### src/rtl/capp_pkg.sv
// Shared constants, resolver state encoding and popcount helper for the CAPP
// tag-resolution path.
package capp_pkg;

  localparam int unsigned N_WORDS = 100;
  localparam int unsigned IDX_W   = 7;
  localparam int unsigned CNT_W   = IDX_W + 1;

  typedef enum logic [1:0] {
    IDLE    = 2'd0,
    RESOLVE = 2'd1,
    FINISH  = 2'd2
  } resolver_state_t;

  function automatic logic [CNT_W-1:0] popcount(input logic [N_WORDS-1:0] v);
    logic [CNT_W-1:0] c;
    c = '0;
    for (int i = 0; i < N_WORDS; i++) begin
      c = c + CNT_W'(v[i]);
    end
    return c;
  endfunction

endpackage

### src/rtl/first_responder_enc.sv
// Lowest-set-bit priority encoder.
// Also flags a non-empty vector and a vector with exactly one bit set.
module first_responder_enc
  import capp_pkg::*;
(
  input  logic [N_WORDS-1:0] vec,
  output logic [IDX_W-1:0]   index,
  output logic               any,
  output logic               onehot_only
);

  // Scan from the top down so the lowest set bit is the last to write index.
  always_comb begin
    index = '0;
    for (int i = N_WORDS - 1; i >= 0; i--) begin
      if (vec[i]) index = IDX_W'(i);
    end
  end

  assign any         = |vec;
  assign onehot_only = any && ((vec & (vec - N_WORDS'(1))) == '0);

endmodule

### src/rtl/responder_resolver.sv
// Snapshots the CAPP tag vector on start and reports each tagged word,
// lowest index first, over a valid/ready handshake.
module responder_resolver
  import capp_pkg::*;
(
  input  logic               CLK,
  input  logic               RST_N,
  input  logic [N_WORDS-1:0] tag_wires,
  input  logic               start,
  input  logic               abort,
  output logic               resp_valid,
  input  logic               resp_ready,
  output logic [IDX_W-1:0]   resp_index,
  output logic               resp_last,
  output logic               busy,
  output logic               done,
  output logic               none_found,
  output logic [CNT_W-1:0]   resp_count
);

  resolver_state_t    state_q, state_d;
  logic [N_WORDS-1:0] pending_q, pending_d;
  logic [CNT_W-1:0]   count_q, count_d;
  logic               none_q, none_d;

  logic [IDX_W-1:0]   enc_idx;
  logic               enc_any;
  logic               enc_onehot;

  first_responder_enc u_enc (
    .vec         (pending_q),
    .index       (enc_idx),
    .any         (enc_any),
    .onehot_only (enc_onehot)
  );

  // Next-state and snapshot bookkeeping; abort wins over a same-cycle transfer.
  always_comb begin
    state_d   = state_q;
    pending_d = pending_q;
    count_d   = count_q;
    none_d    = none_q;
    case (state_q)
      IDLE: begin
        if (start) begin
          pending_d = tag_wires;
          count_d   = popcount(tag_wires);
          if (tag_wires == '0) begin
            none_d  = 1'b1;
            state_d = FINISH;
          end else begin
            none_d  = 1'b0;
            state_d = RESOLVE;
          end
        end
      end
      RESOLVE: begin
        if (abort) begin
          pending_d = '0;
          none_d    = 1'b0;
          state_d   = FINISH;
        end else if (resp_ready) begin
          pending_d = pending_q & ~(N_WORDS'(1) << enc_idx);
          if (enc_onehot) state_d = FINISH;
        end
      end
      FINISH: begin
        state_d = IDLE;
      end
      default: begin
        state_d   = IDLE;
        pending_d = '0;
      end
    endcase
  end

  always_ff @(posedge CLK or negedge RST_N) begin
    if (!RST_N) begin
      state_q   <= IDLE;
      pending_q <= '0;
      count_q   <= '0;
      none_q    <= 1'b0;
    end else begin
      state_q   <= state_d;
      pending_q <= pending_d;
      count_q   <= count_d;
      none_q    <= none_d;
    end
  end

  // Response signals come straight from registered state and pending.
  assign busy       = (state_q == RESOLVE);
  assign resp_valid = busy & enc_any;
  assign resp_index = busy ? enc_idx : '0;
  assign resp_last  = busy & enc_onehot;
  assign done       = (state_q == FINISH);
  assign none_found = none_q;
  assign resp_count = count_q;

endmodule
### config.mk
export PLATFORM = sky130hd
export DESIGN_NAME = responder_resolver
export DESIGN_NICKNAME = d
export VERILOG_FILES = /design/src/rtl/capp_pkg.sv /design/src/rtl/first_responder_enc.sv /design/src/rtl/responder_resolver.sv
export SDC_FILE = /design/constraint.sdc
export NUM_CORES = 1
export LEC_CHECK = 0
export ABC_AREA = 0
export CORE_ASPECT_RATIO = 1.4
export CORE_MARGIN = 4
export CORE_UTILIZATION = 60
export CTS_BUF_LIST = sky130_fd_sc_hd__clkbuf_4 sky130_fd_sc_hd__clkbuf_8
export DETAILED_ROUTE_END_ITERATION = 7
export DONT_BUFFER_PORTS = 1
export PLACE_DENSITY = 0.76
export SLEW_MARGIN = 25
export SYNTH_ARGS = -nofsm -noshare
export SYNTH_HDL_FRONTEND = slang
export SYNTH_SLANG_ARGS = --single-unit
### constraint.sdc
create_clock -name CLK -period 4.9 [get_ports CLK]
set_input_delay 0.735 -clock CLK [delete_from_list [all_inputs] [get_ports CLK]]
set_output_delay 0.735 -clock CLK [all_outputs]
set_load 0.02 [all_outputs]
==> metrics <==
area grow syn2layout=12.6%; via/cell ratio=approximately 7.3; number of remaining DRC errors=1; Overflow after GRT=0; DRT Wirelength=roughly 47000 um; vias in the first global route=approximately 12000; Post-Syn Area per Cell=roughly 8.3 um^2; outcome=finished, violations left; Reg clk slew, reported paths=around 120 ps; RSZ-0062 raised after global routing=true; final hold vios=0; Final period util=130%; via count=approximately 12000; Die Span Y=around 170 um; count leader, synth=inv_1; drt pass-1 iters=8; Die X=123 um; Gate Count Post-Synth=1345; Total GRT Usage=between 40% and 50%; initial antenna violation count=0; Root Buffer=clkbuf_8; mapped cell area=between 10000 and 15000 um^2; fmax=about 160 MHz; worst slew pin tran=around 1100 ps; Syn Nets=~1600; setup ws final=-1480 ps; Main synth FF type=dfrtp_1; Post-Synth XOR/XNOR Area=0.393%; n_diodes=0; synth cell count leaders=inv_1, dfrtp_1, nand2_1; clock buffer depth=2; first-pass GRT wire length=70700 um; Starting Density=between 60% and 70%; mux cell area share after synthesis=0%; CP Capture Type=register; WP data required=between 5000 and 6000 ps; post-synth top area share=24.9%; Clock Latency Late Sink=between 300 and 400 ps; TritonCTS clock tree=yes; minimum clock period=approximately 6400 ps; Min-Delay Path Class=in2async; largest family of logic cells by synthesized area=compound AO/OA/AOI/OAI gates; largest net degree at the start of global routing=approximately 110; post-place setup slack=-1910 ps; die area=20800 um^2; Cells after DPL=~1600; WL/cell=about 28 um; endpoints failing setup=9; Worst EP arrival=between 6000 and 7000 ps; failing checks=design-rule violations, negative setup slack; Synth Area in Compound Gates=between 20% and 30%; worst relative slew slack=27.3%; post-synthesis cell type count=73; Rows=just under 60; Post-synth EDFFs=0; Synthesis Warnings=0; Core Footprint=approximately 18000 um^2; final non-filler cell total=about 1700; Fill cells=~1500; Final #Nets=1618; largest area contributor in the netlist=dfrtp_1; main area contributors after synthesis=dfrtp_1, fa_1, inv_1; Max-Cap Viols=0; post-synthesis simple-gate area fraction=roughly a quarter; Crit Path Class=in2reg; Final ANT Viol Nets=0; initial DRC count=1984; H-tree depth=3; async set-or-reset flop fraction in the synthesized netlist=100%; Adder-Cell Fraction of Synth Area=between 10% and 20%; CTS buffer count=9; DP Wirelength=approximately 37000 um; Boundary Pins=125; routability cong.=about 1.1; fin. max-slew vios=0; PortBufs=0; Seq/Total Area, Yosys=about a quarter; # clock sinks=between 100 and 150; FF+latch count, synth=111; Setup crit start kind=input port; Critical Path Fanout Max=3; Fin Clk Skew=21.8 ps; layout cells sized above 1=around 15%
==> cell families after synthesis <==
| logic type | after synthesis |
|---|---|
| buf+inv | 265 |
| compound gates | 361 |
| fa+ha+maj | 108 |
| xor+xnor | 5 |
| flops | 111 |
| simple gates | 495 |
==> worst paths after layout <==
kind | start | end | slack (ps) | cells past startpoint
worst min register to register | pending_q[70] | pending_q[70] | 640 | 1
worst min-delay path | RST_N | pending_q[2] | 30 | 0
max in group asynchronous | RST_N | pending_q[0] | 3960 | 1
min in group CLK | tag_wires[86] | pending_q[86] | 460 | 1
worst max register to register | pending_q[15] | state_q[0] | 490 | 12
worst max-delay path | tag_wires[87] | resp_count[6] | -1480 | 25
==> cell type report <==
class / instances / area [um^2] / area share [%]
Clock buffer: 10 / 131 / 1.05
Sequential cell: 111 / 2780 / 22.1
Tap cell: 240 / 300 / 2.39
Multi-Input combinational cell: 969 / 7530 / 60.0
Clock inverter: 6 / 62.6 / 0.499
Inverter: 169 / 634 / 5.06
Timing Repair Buffer: 145 / 1100 / 8.81
==> registers in the layout (all words and copies together), names as in the netlist <==
register	count
state_q	2
resp_count	8
pending_q	100
none_found	1
==> per-stage QoR <==
step / setup TNS, ps / cell area, um^2 / hold slack (ps) / utilization, %
floorplan: -10690 / 11200 / 439 / -
global placement: -12880 / 12100 / 442 / 66.8
detailed placement: -13070 / 12100 / 441 / 66.8
CTS: -9640 / 12400 / 16.5 / 68.6
global route: -11500 / 12500 / 1.78 / 69.1
finish: -9960 / 12500 / 26.6 / 69.1
==> cells in the final DEF, fill, tap and decap left out, types with 5 or more instances in the layout <==
cell,instances
a22o_1,17
a32o_1,61
inv_2,8
o21ai_1,8
a211oi_1,10
and3_1,5
fa_1,85
clkbuf_8,9
nor3_1,41
a21oi_1,69
nand2_1,97
a31oi_1,8
nor4_1,60
and2_1,10
a221o_1,13
inv_1,161
or3_1,14
ha_1,19
o21ai_0,39
or4_4,10
nand3_1,62
o22ai_1,6
or2_2,10
o31ai_1,20
a22oi_1,21
o41ai_1,8
nor4b_1,5
buf_4,140
nand4_1,40
o31a_1,6
o21bai_1,6
dfrtp_1,111
nand2b_1,10
nor2b_1,12
a21o_1,16
nor2_1,82
or4_1,16
==> timing repair <==
| item | 4_1_cts | 5_1_grt |
|---|---|---|
| hold buffers | 0 | 2 |
| gates resized for setup | 30 | 10 |
| pin swaps | 22 | 12 |
| hold endpoints to repair | 0 | 2 |
| endpoints found under the setup margin | 9 | 9 |
| buffers inserted | 3 | 3 |
==> metal layers <==
metal	global-route usage (%)	part of all wire, %	up-vias
met4	31.9	9.3	0
met5	0	0	-
li1	-	-	5060
met3	12.6	13	245
met2	67.4	44	992
met1	57.1	33	5785
==> worst max-delay path, cell delays in order <==
cell and delay, ps:
fa_1 520, inv_1 50, fa_1 460, fa_1 530
inv_2 50, fa_1 470, inv_1 50, fa_1 480
inv_2 60, fa_1 470, inv_1 50, fa_1 450
fa_1 510, fa_1 430, inv_2 80, ha_4 130
inv_2 40, fa_2 370, nor2b_1 140, o21ai_1 70
nand2b_1 90, a21o_1 130, a21oi_2 60, xor2_1 160
o21ai_1 130
Power is left out: the tool's default activity adds up to more than one toggle a clock period on the data nets, which glitch-free logic cannot reach.
